File: src/rtl/match_ctrl.sv
// Match sequencer for two-player pong: top-level game FSM, scores, countdown
// timer and user settings. Every output is a register or a decode of state_q.
module match_ctrl #(
  parameter int FRAMES_PER_SEC = 60,
  parameter int SERVE_FRAMES   = 60,
  parameter int OVER_FRAMES    = 180,
  parameter int DEF_WIN        = 5,
  parameter int DEF_SPEED      = 2,
  parameter int DEF_TIME       = 60
) (
  input  logic       clk,
  input  logic       reset,
  input  logic       frame_tick,
  input  logic       enter_pulse,
  input  logic       up_pulse,
  input  logic       down_pulse,
  input  logic       miss_p1,
  input  logic       miss_p2,
  output logic [2:0] state,
  output logic [1:0] setting_sel,
  output logic [3:0] score1,
  output logic [3:0] score2,
  output logic [6:0] seconds,
  output logic [3:0] win_score,
  output logic [3:0] ball_speed,
  output logic [6:0] time_limit,
  output logic       new_round,
  output logic       ball_en,
  output logic       game_over,
  output logic [1:0] winner
);

  typedef enum logic [2:0] {
    S_READY = 3'd0, S_SETTING = 3'd1, S_SERVE = 3'd2, S_PLAY = 3'd3, S_OVER = 3'd4
  } state_t;

  localparam logic [7:0] SERVE_LAST = 8'(SERVE_FRAMES - 1);
  localparam logic [7:0] OVER_LAST  = 8'(OVER_FRAMES - 1);
  localparam logic [7:0] SEC_LAST   = 8'(FRAMES_PER_SEC - 1);

  state_t     state_q, state_d;
  logic [1:0] sel_q, sel_d;
  logic [3:0] score1_q, score1_d, score2_q, score2_d;
  logic [6:0] seconds_q, seconds_d;
  logic [3:0] win_q, win_d, speed_q, speed_d;
  logic [6:0] limit_q, limit_d;
  logic       new_round_q, new_round_d;
  logic [1:0] winner_q, winner_d;
  logic [7:0] frame_q, frame_d;
  logic [7:0] presc_q, presc_d;

  // Point and timer outcome of the current cycle, shared by both comb blocks.
  // miss_p1 wins when both misses arrive together.
  logic       in_play, point, p2_pt, win_pt, sec_tick, expire;
  logic [3:0] sc1_new, sc2_new;
  logic [6:0] sec_after;
  logic [1:0] cmp_winner;

  always_comb begin
    in_play    = (state_q == S_PLAY);
    point      = in_play && (miss_p1 || miss_p2);
    p2_pt      = miss_p1;
    sc1_new    = (point && !p2_pt) ? score1_q + 4'd1 : score1_q;
    sc2_new    = (point &&  p2_pt) ? score2_q + 4'd1 : score2_q;
    win_pt     = point && (p2_pt ? (sc2_new == win_q) : (sc1_new == win_q));
    sec_tick   = in_play && frame_tick && (presc_q == SEC_LAST);
    sec_after  = (sec_tick && seconds_q != 7'd0) ? seconds_q - 7'd1 : seconds_q;
    expire     = in_play && (sec_after == 7'd0);
    cmp_winner = (sc1_new > sc2_new) ? 2'b01 : (sc2_new > sc1_new) ? 2'b10 : 2'b11;
  end

  always_ff @(posedge clk or posedge reset) begin
    if (reset) begin
      state_q     <= S_READY;
      sel_q       <= 2'd0;
      score1_q    <= 4'd0;
      score2_q    <= 4'd0;
      seconds_q   <= 7'(DEF_TIME);
      win_q       <= 4'(DEF_WIN);
      speed_q     <= 4'(DEF_SPEED);
      limit_q     <= 7'(DEF_TIME);
      new_round_q <= 1'b0;
      winner_q    <= 2'b00;
      frame_q     <= 8'd0;
      presc_q     <= 8'd0;
    end else begin
      state_q     <= state_d;
      sel_q       <= sel_d;
      score1_q    <= score1_d;
      score2_q    <= score2_d;
      seconds_q   <= seconds_d;
      win_q       <= win_d;
      speed_q     <= speed_d;
      limit_q     <= limit_d;
      new_round_q <= new_round_d;
      winner_q    <= winner_d;
      frame_q     <= frame_d;
      presc_q     <= presc_d;
    end
  end

  always_comb begin
    state_d = state_q;
    case (state_q)
      S_READY:   if (enter_pulse) state_d = S_SERVE;
                 else if (up_pulse || down_pulse) state_d = S_SETTING;
      S_SETTING: if (enter_pulse && sel_q >= 2'd2) state_d = S_READY;
      S_SERVE:   if (frame_tick && frame_q == SERVE_LAST) state_d = S_PLAY;
      S_PLAY:    if (win_pt || expire) state_d = S_OVER;
                 else if (point) state_d = S_SERVE;
      S_OVER:    if (enter_pulse || (frame_tick && frame_q == OVER_LAST)) state_d = S_READY;
      default:   state_d = S_READY;
    endcase
  end

  always_comb begin
    sel_d       = sel_q;
    score1_d    = score1_q;
    score2_d    = score2_q;
    seconds_d   = seconds_q;
    win_d       = win_q;
    speed_d     = speed_q;
    limit_d     = limit_q;
    new_round_d = 1'b0;
    winner_d    = winner_q;
    presc_d     = presc_q;
    case (state_q)
      S_READY: begin
        if (enter_pulse) begin
          score1_d    = 4'd0;
          score2_d    = 4'd0;
          seconds_d   = limit_q;
          winner_d    = 2'b00;
          new_round_d = 1'b1;
        end else if (up_pulse || down_pulse) begin
          sel_d = 2'd0;
        end
      end
      S_SETTING: begin
        if (enter_pulse) begin
          sel_d = (sel_q >= 2'd2) ? 2'd0 : sel_q + 2'd1;
        end else if (up_pulse != down_pulse) begin
          case (sel_q)
            2'd0: if (up_pulse && win_q < 4'd9) win_d = win_q + 4'd1;
                  else if (down_pulse && win_q > 4'd1) win_d = win_q - 4'd1;
            2'd1: if (up_pulse && speed_q < 4'd15) speed_d = speed_q + 4'd1;
                  else if (down_pulse && speed_q > 4'd1) speed_d = speed_q - 4'd1;
            default: if (up_pulse && limit_q < 7'd99) limit_d = limit_q + 7'd1;
                  else if (down_pulse && limit_q > 7'd10) limit_d = limit_q - 7'd1;
          endcase
        end
      end
      S_PLAY: begin
        score1_d  = sc1_new;
        score2_d  = sc2_new;
        seconds_d = sec_after;
        if (frame_tick) presc_d = (presc_q == SEC_LAST) ? 8'd0 : presc_q + 8'd1;
        if (win_pt)      winner_d = p2_pt ? 2'b10 : 2'b01;
        else if (expire) winner_d = cmp_winner;
        if (state_d == S_SERVE) new_round_d = 1'b1;
      end
      S_OVER: if (state_d == S_READY) new_round_d = 1'b1;
      default: ;
    endcase
    // Prescaler restarts with every serve so each rally begins on a full second.
    if (state_d == S_SERVE && state_q != S_SERVE) presc_d = 8'd0;
  end

  always_comb begin
    frame_d = frame_q;
    if (state_d != state_q) frame_d = 8'd0;
    else if (frame_tick && (state_q == S_SERVE || state_q == S_OVER)) frame_d = frame_q + 8'd1;
  end

  assign state       = state_q;
  assign setting_sel = sel_q;
  assign score1      = score1_q;
  assign score2      = score2_q;
  assign seconds     = seconds_q;
  assign win_score   = win_q;
  assign ball_speed  = speed_q;
  assign time_limit  = limit_q;
  assign new_round   = new_round_q;
  assign winner      = winner_q;
  assign ball_en     = (state_q == S_PLAY);
  assign game_over   = (state_q == S_OVER);

endmodule

File: config.mk
export PLATFORM = sky130hd
export DESIGN_NAME = match_ctrl
export DESIGN_NICKNAME = d
export VERILOG_FILES = /design/src/rtl/match_ctrl.sv
export SDC_FILE = /design/constraint.sdc
export NUM_CORES = 1
export LEC_CHECK = 0
export ABC_CLOCK_PERIOD_IN_PS = 8900
export CAP_MARGIN = 20
export CORE_ASPECT_RATIO = 1.25
export CORE_UTILIZATION = 50
export CTS_BUF_LIST = sky130_fd_sc_hd__clkbuf_16
export DETAILED_ROUTE_END_ITERATION = 10
export GPL_ROUTABILITY_DRIVEN = 0
export HOLD_SLACK_MARGIN = 0.05
export PLACE_DENSITY_LB_ADDON = 0.15
export SETUP_SLACK_MARGIN = 0.4
export SLEW_MARGIN = 20
export SYNTH_ARGS = -nofsm -noshare
export SYNTH_HDL_FRONTEND = slang
export SYNTH_SLANG_ARGS = --single-unit
File: constraint.sdc
create_clock -name clk -period 8.9 [get_ports clk]
set_clock_uncertainty 0.05 [all_clocks]
set_input_delay 0.89 -clock clk [delete_from_list [all_inputs] [get_ports clk]]
set_output_delay 0.89 -clock clk [all_outputs]
set_load 0.02 [all_outputs]
==> impl_metrics.toml, run 1 <==
[floorplan]
core_area_mm2 = 0.007313
initial_core_util = 0.5143
io_pins = 48
dieHeight_um = 98.97
fp-row-count = 35
die_w_um = 79.58
die_area_mm2 = 0.007876

[sta]
slew_violations = 0
max_freq_ghz = 0.2744
finalHoldViolCount = 0
hold_ws_ns = 0.4591
post-route-period-util = 0.4095
tightest_slew_ns = 0.9054
rsz0062_at_grt = "no"
slew_headroom = 0.3949
fin_tns_setup_ns = 0
min_period_ns = 3.645
setup_viol = 0

[layout]
layout-drive-gt1-share = 0.1180
n_antenna_cell = 0
fin_area_mm2 = 0.004462
fillerInstances = 649
areaGrowthSynthToFinish_pct = 18.63
final_cell_mix = "47 x clkdlybuf4s50_1, 43 x dfrtp_1, 38 x nand2_1"
final_common_cell = "clkdlybuf4s50_1"
nets = 479

[clock_tree]
cts.sinks = 54
tritoncts = "done"
path_clk_slew_ns = 0.07
htreeDepth = 2
clockBufferDepth = 2
cts_made_buffers = 5
cts_setup_buffers = 0
insertion_delay_ns = 0.30
hold_buffers = 0
cts_resized = 0
cts_root_buf = "clkbuf_16"

[setup_path]
critPathKind = "reg2reg"
crit_path_start_kind = "register"
required_ns = 9.06
cp_data_arrival_time_ns = 3.81
critical_path.max_fanout = 18
cp-end-kind = "register"

[yosys]
ys_types = 65
seq_area_frac_synth = 0.3629
synth_area_mm2 = 0.003761
async_flop_share = 1.000
synth_nets = 436
ys_ff_latch = 54
synth_warnings = 0
synth_ff_type = "dfrtp_1"
synth.avg_cell_area_um2 = 9.287
synth_cells = 405
synth-edff-count = 0

[drt]
wl_per_cell_um = 16.45
wirelength_um = 8900
antenna_left = 0
firstDrtPassIters = 4
first_iter_violations = 205
num_vias = 3185
vias_per_cell = 5.887
drc = 0

[job]
drv_cap = 0

[grt]
antenna_found_initial = 0
grt_overflow = 0
grt_max_degree = 55
track_usage = 0.2443
grt_pass1_vias = 3138
grt_pass1_wl_um = 15200

[worst_hold_path]
min_path_type = "reg2reg"

[pwr]
power_density_mw_per_mm2 = 270.3
leakage_nw = 1.918
vdd_drop_max_mv = 0.1421

[place]
dp_hpwl_um = 6345
placed_area_mm2 = 0.004292
portBuffers = 47

[run_status]
status = "complete, no violations"
## cell usage after synthesis, drive strengths merged, types with 2 or more instances
cell type / n / area share
a2111oi: 3 / 0.0070
a21o: 5 / 0.010
a21oi: 20 / 0.027
a221o: 2 / 0.0053
a31oi: 7 / 0.012
a32o: 3 / 0.0080
and2: 4 / 0.0070
and3: 6 / 0.010
and4: 3 / 0.0070
buf: 4 / 0.0083
clkbuf: 8 / 0.0083
dfrtp: 43 / 0.29
dfstp: 11 / 0.077
ha: 22 / 0.073
inv: 17 / 0.017
mux2: 10 / 0.030
mux2i: 5 / 0.013
nand2: 38 / 0.038
nand2b: 3 / 0.0050
nand3: 14 / 0.020
nand3b: 3 / 0.0060
nand4: 7 / 0.012
nand4b: 4 / 0.011
nor2: 38 / 0.044
nor2b: 6 / 0.010
nor3: 11 / 0.018
nor3b: 3 / 0.0060
nor4: 3 / 0.013
o211ai: 2 / 0.0040
o21ai: 26 / 0.035
o21bai: 3 / 0.0060
o22ai: 3 / 0.0050
o31ai: 3 / 0.0060
or2: 2 / 0.0033
or3: 4 / 0.0080
or3b: 2 / 0.0053
xnor2: 22 / 0.051
xor2: 20 / 0.047
## stage by stage
step                      setup slack [ns]  power [mW]  utilization  std cells
after global routing                 4.942       1.288       0.6101        541
final                                5.256       1.206       0.6101        541
after CTS                            5.320       1.207       0.6099        541
after floorplan                      5.901      0.7897            -        405
after global placement               5.197      0.9624       0.5868        533
after detailed placement             5.042      0.9751       0.5868        533
## where the power goes
| part | total [mW] | internal [mW] | switching [mW] | leakage, nW |
|---|---|---|---|---|
| clock | 0.229 | 0.134 | 0.0957 | 0.0842 |
| combinational | 0.572 | 0.253 | 0.319 | 1.14 |
| sequential | 0.405 | 0.306 | 0.0987 | 0.697 |
| total | 1.21 | 0.693 | 0.514 | 1.92 |
## final cells by class
class,instances,area [um2],share of cell area
Multi-Input combinational cell,322,2271,0.5090
Tap cell,92,115.1,0.02580
Clock buffer,5,125.1,0.02804
Clock inverter,3,43.79,0.009815
Sequential cell,54,1365,0.3059
Timing Repair Buffer,48,478.0,0.1071
Inverter,17,63.81,0.01430
## layer usage
layer,share of wire,track usage,vias to the layer above
met5,0,0,-
met4,0.019,0.09231,0
met3,0.029,0.04167,14
met2,0.50,0.3964,68
met1,0.46,0.3227,1561
li1,-,-,1542
## worst max-delay path, stage by stage, from the launching register on
cell and delay (ns):
dfrtp_1 0.67, nand3b_1 0.52, inv_2 0.47, nand2_1 0.16
mux2_2 0.34, ha_1 0.29, nor2b_1 0.13, o21ai_0 0.14
nand2b_1 0.08, a21oi_1 0.17, a41oi_1 0.07, mux2_2 0.29
o21ai_0 0.16
## flip-flops by register name (all words and copies together) (netlist names), 3 cells and up
| name | count |
|---|---|
| ball_speed | 4 |
| frame_q | 8 |
| time_limit | 7 |
| presc_q | 8 |
| score2 | 4 |
| score1 | 4 |
| state | 3 |
| seconds | 7 |
| win_score | 4 |
## final timing paths
check | startpoint | end | slack, ns | depth (start not counted)
worst min register to register | time_limit[2] | seconds[2] | 0.46 | 2
worst min-delay path | time_limit[2] | seconds[2] | 0.46 | 2
min in group asynchronous | reset | frame_q[4] | 1.04 | 3
max in group asynchronous | reset | win_score[1] | 7.28 | 3
worst max register to register | state[0] | winner[0] | 5.26 | 12
worst max-delay path | state[0] | winner[0] | 5.26 | 12
## cell families after synthesis
kind of cell	synth area share
simple gates	0.2295
compound gates	0.1484
mux	0.04325
fa+ha+maj	0.07851
flops	0.3629
buf+inv	0.03360
xor+xnor	0.1038
No activity file was read; power rests on OpenSTA's default activity.
==> inputs of run 2 (changes only) <==
--- a/config.mk
+++ b/config.mk
@@ -5,7 +5,7 @@
 export SDC_FILE = /design/constraint.sdc
 export NUM_CORES = 1
 export LEC_CHECK = 0
-export ABC_CLOCK_PERIOD_IN_PS = 8900
+export ABC_CLOCK_PERIOD_IN_PS = 3200
 export CAP_MARGIN = 20
 export CORE_ASPECT_RATIO = 1.25
 export CORE_UTILIZATION = 50
==> constraint.sdc (replaced) <==
create_clock -name clk -period 3.2 [get_ports clk]
set_clock_uncertainty 0.05 [all_clocks]
set_input_delay 0.32 -clock clk [delete_from_list [all_inputs] [get_ports clk]]
set_output_delay 0.32 -clock clk [all_outputs]
set_load 0.02 [all_outputs]
==> impl_metrics.toml, run 2 (same netlist as run 1, synthesis figures left out) <==
[floorplan]
fp-row-count = 35
initial_core_util = 0.5143
die_w_um = 79.58
io_pins = 48
core_area_mm2 = 0.007313
die_area_mm2 = 0.007876
dieHeight_um = 98.97

[setup_path]
cp_data_arrival_time_ns = 2.86
required_ns = 3.36
critical_path.max_fanout = 6
max_stage_delay_ns = 0.39
reg2reg_from = "seconds[0]"
r2r_setup_slack_ns = 0.50
cp-end-kind = "register"
critPathKind = "reg2reg"
reg2regPathDepth = 9
critPathBufInv = 1
path_cells = "inv_1 > ha_1 > nor2b_1 > nand3_1 > and2_2 > o31ai_1 > and4_2 > mux2_2 > o21ai_0"
crit_family = "simple AND/OR/NAND/NOR gates"
crit_path_start_kind = "register"
r2r-end = "winner[1]"
critPathSlowestCell = "dfrtp_1"

[sta]
max_freq_ghz = 0.3702
post-route-period-util = 0.8442
setup_viol = 0
fin_tns_setup_ns = 0
rsz0062_at_grt = "yes"
min_period_ns = 2.702
slew_headroom = 0.5623
slew_violations = 0
finalHoldViolCount = 0
tightest_slew_ns = 0.6557

[drt]
antenna_left = 0
drc = 0
wirelength_um = 8688
first_iter_violations = 222
wl_per_cell_um = 15.71
vias_per_cell = 5.750
firstDrtPassIters = 4
num_vias = 3180

[layout]
multi_input_area_mm2 = 0.002280
area.sequential_mm2 = 0.001369
n_antenna_cell = 0
nets = 491
final_cell_mix = "47 x clkdlybuf4s50_1, 40 x dfrtp_1, 38 x nand2_1"
layout-drive-gt1-share = 0.1518
fillerInstances = 645
areaGrowthSynthToFinish_pct = 21.29
reg.largest.list = "frame_q: 8 flops, presc_q: 8 flops"
final_common_cell = "clkdlybuf4s50_1"

[clock_tree]
htreeDepth = 2
hold_buffers = 0
clockBufferDepth = 2
insertion_delay_ns = 0.29
tritoncts = "done"
cts_root_buf = "clkbuf_16"
cts_made_buffers = 5
path_clk_slew_ns = 0.07
cts.sinks = 54
cts_setup_buffers = 0

[grt]
grt_pass1_wl_um = 14680
antenna_found_initial = 0
track_usage = 0.2349
grt_max_degree = 33
grt_pass1_vias = 3049
grt_overflow = 0

[place]
portBuffers = 47
dp_hpwl_um = 6457

[run_status]
status = "complete, no violations"

[pwr]
power_density_mw_per_mm2 = 735.7
leakage_nw = 1.975
p_total_mw = 3.356
vdd_drop_max_mv = 0.3870

[job]
drv_cap = 0

[worst_hold_path]
min_path_type = "in2async"
[run 2: area by class of cell]
class,instances,share of cell area
inverters,17,0.01399
multi-input cells,322,0.4997
clock buffers,5,0.02743
well taps,92,0.02523
clock inverters,3,0.009051
flip-flops and latches,54,0.3001
repair buffers,60,0.1245
[run 2: per-stage QoR]
step | setup WS [ns] | util | area (um2) | hold WS (ns) | instances
6_report | 0.4985 | 0.6238 | 4562 | 0.3879 | 553
3_5_place_dp | 0.1795 | 0.5991 | 4382 | 0.4560 | 545
2_1_floorplan | 0.4488 | - | 3762 | 0.4484 | 405
4_1_cts | 0.4193 | 0.6221 | 4549 | 0.4193 | 553
3_3_place_gp | 0.3424 | 0.5991 | 4382 | 0.4416 | 545
5_1_grt | 0.3706 | 0.6238 | 4562 | 0.4757 | 553
[run 2: worst reg2reg max path: stages (launching register included)]
cell and delay [ns]:
dfrtp_1 0.39, inv_1 0.17, ha_1 0.21, nor2b_1 0.20
nand3_1 0.22, and2_2 0.29, o31ai_1 0.21, and4_2 0.39
mux2_2 0.36, o21ai_0 0.14
[run 2: layer usage]
| metal | wire length (um) | GRT usage | part of all wire |
|---|---|---|---|
| met5 | 0 | 0 | 0 |
| met4 | 40 | 0.04755 | 0.0046 |
| met3 | 191 | 0.02778 | 0.022 |
| met2 | 4466 | 0.4096 | 0.51 |
| met1 | 3989 | 0.3099 | 0.46 |
[run 2: worst max-delay path by stage]
stage / start / cells after the start / endpoint / slack, ns
global route: state[2] / 12 / winner[0] / 0.37
global placement: miss_p2 / 12 / winner[0] / 0.34
finish: seconds[0] / 9 / winner[1] / 0.50
detailed placement: miss_p2 / 12 / winner[0] / 0.18
CTS: seconds[0] / 9 / winner[1] / 0.42
floorplan: state[1] / 14 / winner[0] / 0.45
[run 2: repair_timing]
action / in CTS / in global routing
gates resized for setup: 1 / 6
gates cloned: 0 / 0
pin swaps: 0 / 0
endpoints found under the setup margin: 1 / 4
[run 2: where the power goes]
part	switching, mW	internal [mW]	leakage, nW	total (mW)
clock	0.250	0.367	0.0812	0.616
sequential	0.269	0.856	0.693	1.12
combinational	0.886	0.729	1.20	1.62
total	1.40	1.95	1.98	3.36
==> inputs of run 3 (changes only) <==
--- a/config.mk
+++ b/config.mk
@@ -5,7 +5,7 @@
 export SDC_FILE = /design/constraint.sdc
 export NUM_CORES = 1
 export LEC_CHECK = 0
-export ABC_CLOCK_PERIOD_IN_PS = 3200
+export ABC_CLOCK_PERIOD_IN_PS = 2700
 export CAP_MARGIN = 20
 export CORE_ASPECT_RATIO = 1.25
 export CORE_UTILIZATION = 50
==> constraint.sdc (replaced) <==
create_clock -name clk -period 2.7 [get_ports clk]
set_clock_uncertainty 0.05 [all_clocks]
set_input_delay 0.27 -clock clk [delete_from_list [all_inputs] [get_ports clk]]
set_output_delay 0.27 -clock clk [all_outputs]
set_load 0.02 [all_outputs]
==> impl_metrics.toml, run 3 (same netlist as run 1, synthesis figures left out) <==
[sta]
finalHoldViolCount = 0
post-route-period-util = 0.9371
max_freq_ghz = 0.3952
slew_violations = 0
setup_viol = 0
tightest_slew_ns = 0.4648
hold_ws_ns = 0.2540
rsz0062_at_grt = "yes"
min_period_ns = 2.530
slew_headroom = 0.6897

[run_status]
status = "complete, no violations"

[setup_path]
critPathKind = "reg2reg"
cp-end-kind = "register"
crit_path_start_kind = "register"
critical_path.max_fanout = 4
required_ns = 2.87
cp_data_arrival_time_ns = 2.70

[floorplan]
core_area_mm2 = 0.007313
die_w_um = 79.58
initial_core_util = 0.5143
fp-row-count = 35
die_area_mm2 = 0.007876
dieHeight_um = 98.97
io_pins = 48

[place]
placed_cells = 562
portBuffers = 47
dp_hpwl_um = 7148

[layout]
nets = 542
final_common_cell = "buf_4"
layout-drive-gt1-share = 0.3164
reg.largest.list = "frame_q: 8 flops, presc_q: 8 flops"
areaGrowthSynthToFinish_pct = 37.99
n_antenna_cell = 0
final_cells = 604
final_cell_mix = "60 x buf_4, 46 x clkdlybuf4s50_1, 36 x dfrtp_1"

[clock_tree]
path_clk_slew_ns = 0.07
cts_made_buffers = 5
cts_root_buf = "clkbuf_16"
clockBufferDepth = 2
hold_buffers = 0
cts.sinks = 54
insertion_delay_ns = 0.29
htreeDepth = 2
tritoncts = "done"

[grt]
grt_max_degree = 21
grt_pass1_vias = 3455
grt_overflow = 0
grt_pass1_wl_um = 16750
track_usage = 0.2727
antenna_found_initial = 0

[drt]
firstDrtPassIters = 4
wirelength_um = 10570
first_iter_violations = 268
antenna_left = 0
vias_per_cell = 5.864
drc = 0
wl_per_cell_um = 17.50
num_vias = 3542

[pwr]
leakage_nw = 2.276
power_density_mw_per_mm2 = 874.9
vdd_drop_max_mv = 0.5658
p_total_mw = 4.541

[job]
drv_cap = 0

[worst_hold_path]
min_path_type = "in2async"
## run 3: cell count changes in the layout (fill, tap and decap cells not counted), sizes merged
cell           change
buf               +51
bufinv             -1
clkdlybuf4s50      -1
dlymetal6s2s       +1
inv                +1
## run 3: timing repair
action	4_1_cts	5_1_grt
setup buffers	23	11
resized for setup	12	34
cloned	0	0
pin swaps	11	24
endpoints found under the hold margin	0	0
setup endpoints to repair	24	29
## run 3: cell type report
class,count,area (um2)
tap,92,115.1
timing repair buffer,111,968.4
multi-input combinational,322,2529
inverter,17,63.81
clock buffer,5,125.1
sequential,54,1374
fill,563,2123
clock inverter,3,15.01
## run 3: per-stage QoR
| stage | instance area [um2] | utilization | setup slack [ns] | TNS, ns |
|---|---|---|---|---|
| floorplan | 3890 | - | 0.2396 | 0 |
| global placement | 4622 | 0.6320 | 0.09691 | 0 |
| detailed placement | 4622 | 0.6320 | -0.003353 | -0.003353 |
| CTS | 4989 | 0.6821 | 0.2997 | 0 |
| global route | 5190 | 0.7097 | 0.09247 | 0 |
| finish | 5190 | 0.7097 | 0.1699 | 0 |
## run 3: layer usage
metal,GRT usage,up-vias,part of all wire
li1,-,1668,-
met1,0.3441,1735,0.42
met2,0.4629,111,0.50
met3,0.04167,28,0.049
met4,0.1049,0,0.024
met5,0,-,0
## run 3: worst max-delay path, stage by stage (launching register included)
cell and delay, ns:
dfrtp_2 0.44, nand3b_1 0.24, inv_2 0.12, nand2_2 0.07, buf_4 0.15, xor2_1 0.24, ha_1 0.27, nor2b_4 0.05
o21ai_2 0.12, nand2b_1 0.10, a21oi_2 0.17, a41oi_2 0.06, mux2_4 0.27, o21ai_1 0.11
## run 3: worst paths after layout
| kind | from | end | slack (ns) | cells after the start |
|---|---|---|---|---|
| max | state[2] | winner[0] | 0.17 | 13 |
| min | reset | ball_speed[0] | 0.25 | 2 |
| max reg2reg | state[2] | winner[0] | 0.17 | 13 |
| min reg2reg | ball_speed[1] | ball_speed[1] | 0.49 | 2 |
| max in group asynchronous | reset | time_limit[2] | 1.64 | 3 |
| min in group clk | ball_speed[1] | ball_speed[1] | 0.49 | 2 |
## run 3: where the power goes
part / internal [mW] / switching (mW) / total [mW] / leakage [nW]
clock: 0.339 / 0.306 / 0.645 / 0.0724
combinational: 1.23 / 1.38 / 2.60 / 1.52
sequential: 1.02 / 0.274 / 1.29 / 0.687
